$ cat config.mk
export PLATFORM = sky130hd
export DESIGN_NAME = fetch_unit
export DESIGN_NICKNAME = d
export VERILOG_FILES = /design/src/rtl/fetch_unit.sv
export SDC_FILE = /design/constraint.sdc
export NUM_CORES = 1
export LEC_CHECK = 0
export CORE_AREA = 5 5 118 165
export CTS_CLUSTER_DIAMETER = 60
export CTS_CLUSTER_SIZE = 16
export DETAILED_ROUTE_END_ITERATION = 8
export DIE_AREA = 0 0 123 170
export HOLD_SLACK_MARGIN = 0.08
export PLACE_DENSITY = 0.84
export RECOVER_POWER = 25
export SYNTH_ARGS = -nofsm -noshare
export SYNTH_HDL_FRONTEND = slang
export SYNTH_SLANG_ARGS = --single-unit
$ cat constraint.sdc
create_clock -name clk -period 6.15 [get_ports clk]
set_clock_uncertainty 0.05 [all_clocks]
set_input_delay 0.615 -clock clk [delete_from_list [all_inputs] [get_ports clk]]
set_output_delay 0.615 -clock clk [all_outputs]
set_load 0.05 [all_outputs]
$ cat src/rtl/fetch_unit.sv
// Instruction fetch unit: a fetch PC driving instruction memory and a 2-entry registered fetch buffer.
// Optional macro FETCH_PERF_EN adds perf_fetches / perf_stalls counters.
module fetch_unit #(
  parameter logic [31:0] RESET_PC = 32'h0000_0000
) (
  input  logic        clk,
  input  logic        rst_n,
  output logic [31:0] imem_addr,
  input  logic [31:0] imem_rdata,
  output logic        out_valid,
  input  logic        out_ready,
  output logic [31:0] out_instr,
  output logic [31:0] out_pc,
  input  logic        redirect_valid,
  input  logic [31:0] redirect_pc
`ifdef FETCH_PERF_EN
  ,
  output logic [31:0] perf_fetches,
  output logic [31:0] perf_stalls
`endif
);

  localparam int unsigned DEPTH = 2;
  localparam logic [1:0]  FULL  = 2'(DEPTH);

  logic [31:0] fetch_pc;
  logic [31:0] buf_instr [DEPTH];
  logic [31:0] buf_pc    [DEPTH];
  logic        rd_ptr;
  logic        wr_ptr;
  logic [1:0]  count;
  logic        pop;
  logic        fetch;
  logic [1:0]  redirect_lsb_unused;

  assign redirect_lsb_unused = redirect_pc[1:0];

  assign imem_addr = fetch_pc;
  assign out_valid = (count != 2'd0);
  assign out_instr = out_valid ? buf_instr[rd_ptr] : '0;
  assign out_pc    = out_valid ? buf_pc[rd_ptr]    : '0;

  // Fullness is judged before the pop, so a full buffer never refills in the same cycle.
  assign pop   = out_valid & out_ready;
  assign fetch = (count != FULL) & ~redirect_valid;

  always_ff @(posedge clk) begin
    if (!rst_n) begin
      fetch_pc <= RESET_PC;
      count    <= '0;
      rd_ptr   <= 1'b0;
      wr_ptr   <= 1'b0;
      for (int unsigned i = 0; i < DEPTH; i++) begin
        buf_instr[i] <= '0;
        buf_pc[i]    <= '0;
      end
    end else if (redirect_valid) begin
      fetch_pc <= {redirect_pc[31:2], 2'b00};
      count    <= '0;
      rd_ptr   <= 1'b0;
      wr_ptr   <= 1'b0;
    end else begin
      if (fetch) begin
        buf_instr[wr_ptr] <= imem_rdata;
        buf_pc[wr_ptr]    <= fetch_pc;
        wr_ptr            <= ~wr_ptr;
        fetch_pc          <= fetch_pc + 32'd4;
      end
      if (pop) begin
        rd_ptr <= ~rd_ptr;
      end
      case ({fetch, pop})
        2'b10:   count <= count + 2'd1;
        2'b01:   count <= count - 2'd1;
        default: count <= count;
      endcase
    end
  end

`ifdef FETCH_PERF_EN
  always_ff @(posedge clk) begin
    if (!rst_n) begin
      perf_fetches <= '0;
      perf_stalls  <= '0;
    end else begin
      if (fetch) begin
        perf_fetches <= perf_fetches + 32'd1;
      end
      if ((count == FULL) && !pop) begin
        perf_stalls <= perf_stalls + 32'd1;
      end
    end
  end
`endif

endmodule

==> flow_summary_export.csv <==
group,metric,value,unit
die,io_pins,165,
detailed_routing,ant_nets,0,
placement,routabilityCongestion,0.855,
detailed_routing,drc,0,
clock_network,cts_resized,0,
yosys,ys_seq_area_frac,0.565,
yosys,yosys_most_used_dff,"edfxtp_1",
global_routing,grt.overflow.total,0,
pwr,ir_worst_vdd,150,uV
worst_setup_path,crit_path_end_kind,"flip-flop",
outcome,outcome,"finished, violations left",
clock_network,clk_pin_slew,0.06,ns
pwr,swShare,0.267,
pwr,p_int,0.00196,W
final_layout,antenna_cells,0,
final_layout,layout_common_cells,"clkdlybuf4s50_1 (127), edfxtp_1 (124), nor2_1 (71), and3_1 (71), mux2i_1 (62)",
detailed_routing,viasPerCell,5.50,
clock_network,cts-htree-levels,4,
final_layout,area_delta_synth_final,28.6,%
sta,max_freq,247,MHz
worst_setup_path,crit_fanout,39,
global_routing,grt_pass1_wl,31.3,mm
sta,finalHoldViolations,0,
detailed_routing,dr.pass1.iters,5,
clock_network,cts_inserted_buffers,17,
outcome,violations,"capacitance limit, slew limit",
yosys,synth_xor_area_frac,0.0134,
worst_setup_path,timing.rr.start,"count[0]",
global_routing,grt_max_degree,72,
sta,slew_headroom,-0.0546,
clock_network,cts_tree,"yes",
yosys,yosysWarnings,0,
clock_network,clk_path_buf_depth,2,
worst_setup_path,crit_required,6.23,ns
worst_setup_path,crit_chain,"dlygate4sd3_1, clkbuf_1, nand2b_1, nor2_4, nand2_1, nand2_2, buf_4",
worst_hold_path,hold_path_startpoint,"rd_ptr",
die,die_h,170,um
global_routing,first_global_vias,6044,
worst_setup_path,worstSetupPathType,"in2reg",
placement,place_area,0.00951,mm2
pwr,seqPwrFrac,0.479,
sta,setup_viol,0,
yosys,synth_top_family_by_area,"simple AND/OR/NAND/NOR gates",
clock_network,cts_sinks,159,
die,core-area,0.0178,mm2
placement,port_buffers,158,
pwr,powerDensity,265,mW/mm2
clock_network,root_buffer,"clkbuf_16",
sta,tns,0,ns
sta,rsz0062_at_grt,"no",
global_routing,grt_antenna_before_repair,0,
detailed_routing,routedWlPerCell,18.4,um
yosys,synth_compound_area_frac,0.0535,
worst_setup_path,arrival,4.14,ns
global_routing,grt_usage,0.192,
yosys,synth_edf_count,124,
sta,finalMaxSlewViolations,38,
worst_setup_path,r2r_end,"buf_pc[0][30]",
worst_setup_path,cp-start-kind,"input port",
yosys,syn-cell-area,0.00783,mm2
die,initial_core_util,0.440,
yosys,netlist_instances,703,
die,die-width,123,um
yosys,ys_types,56,
sta,tightest_slew,1.58,ns
clock_network,cts_setup_buffers,0,
worst_setup_path,slowest_stage,"clkbuf_1",
clock_network,hold_buffers,0,
run,cap_violations,1,
detailed_routing,wirelength,20.0,mm
pwr,p_sw,0.000712,W
yosys,ys_ff_latch,159,
final_layout,stdcell_area,0.0101,mm2
die,die-area,0.0209,mm2
pwr,clkPwrFrac,0.378,
yosys,synthAdderAreaFrac,0.00320,
worst_setup_path,slowest_delay,1.13,ns
detailed_routing,drt_iter0_markers,340,
detailed_routing,vias,5953,
pwr,p_leak,3.77,nW
yosys,avgSynthCellArea,11.1,um2
yosys,yosys.area_share.simple,0.240,
placement,dp_hpwl,12.9,mm
final_layout,fin_nets,900,
worst_hold_path,hold_depth,2,
pwr,power_frac_comb,0.143,
yosys,async_flop_share,0,
worst_hold_path,hold_class,"reg2reg",
die,fp-row-count,58,
sta,min_period,4.05,ns
worst_setup_path,reg2regPathDepth,4,
final_layout,layout_commonest_cell,"clkdlybuf4s50_1",
clock_network,clock_latency,0.42,ns
worst_setup_path,worst-r2r-setup-slack,3.14,ns
yosys,synth_mux_area_frac,0.0793,
sta,finalCritPeriodShare,0.659,
final_layout,layout-drive-gt1-share,0.0676,
==> synth_stat cells (all sizes together), types with 8 or more instances <==
cell,n,share of area
edfxtp,124,0.48
nor2,73,0.035
and3,72,0.058
and2,62,0.050
mux2i,62,0.079
clkbuf,40,0.021
dfxtp,35,0.089
nand2,26,0.013
nand3,22,0.015
o21ai,22,0.014
buf,21,0.017
nand4,17,0.015
nor4,15,0.013
a31oi,10,0.0080
inv,8,0.0038
xnor2,8,0.0090
==> layout make-up <==
class | instances | area [um2]
fillers | 1473 | 7710
flip-flops and latches | 159 | 4430
multi-input cells | 476 | 3100
repair buffers | 168 | 1650
clock buffers | 23 | 479
well taps | 240 | 300
clock inverters | 9 | 82.6
inverters | 8 | 30.0
==> through the flow <==
stage	worst slack [ns]	power [W]	hold slack, ns	instances	util
global route	1.83	0.00276	0.500	1083	0.566
finish	2.10	0.00267	0.469	1083	0.566
floorplan	1.65	0.00154	0.430	706	-
detailed placement	2.29	0.00169	0.448	1051	0.535
CTS	2.68	0.00269	0.463	1083	0.567
global placement	2.32	0.00168	0.443	1051	0.535
==> logic make-up (layout without fill, tap and decap cells) <==
logic type	after synthesis	in the layout
other	1	4
AOI/OAI and AO/OA	63	63
muxes	62	62
xor gates and xnor gates	12	12
buffers and inverters	71	208
DFF	159	159
and+or+nand+nor	333	333
adders and majority gates	2	2
==> power groups by stage <==
stage                     logic (W)  registers [W]  clock network [W]
after floorplan            0.000205        0.00133                  0
after global placement     0.000382        0.00130                  0
after detailed placement   0.000389        0.00130                  0
after CTS                  0.000391        0.00128            0.00102
after global routing       0.000408        0.00129            0.00107
final                      0.000383        0.00128            0.00101
==> metal layers <==
layer  part of all wire  global-route usage  up-vias
met1               0.39               0.226     2878
met4              0.023              0.0752        0
met5                  0                   0        -
met3              0.058              0.0352       29
li1                   -                   -     2819
met2               0.53               0.343      227
==> registers in the layout (all words and copies together), names as in the netlist, named ones only <==
signal / flops
count: 2
buf_instr: 64
imem_addr: 30
buf_pc: 60
wr_ptr: 1
rd_ptr: 1
==> critical path: cells and delay by family <==
kind                   cells  cell delay, ns
buffers and inverters      3            2.15
AND/OR/NAND/NOR            4            1.34
==> worst max-delay path by stage <==
stage	from	end	cells after the start
3_5_place_dp	rst_n	buf_pc[1][22]	7
2_1_floorplan	redirect_valid	buf_instr[0][0]	5
6_report	redirect_valid	buf_pc[1][28]	7
4_1_cts	flip-flop	out_pc[2]	3
5_1_grt	redirect_valid	buf_pc[1][28]	7
3_3_place_gp	rst_n	buf_pc[1][22]	7
Note: power is estimated with default switching activity, not from simulation.
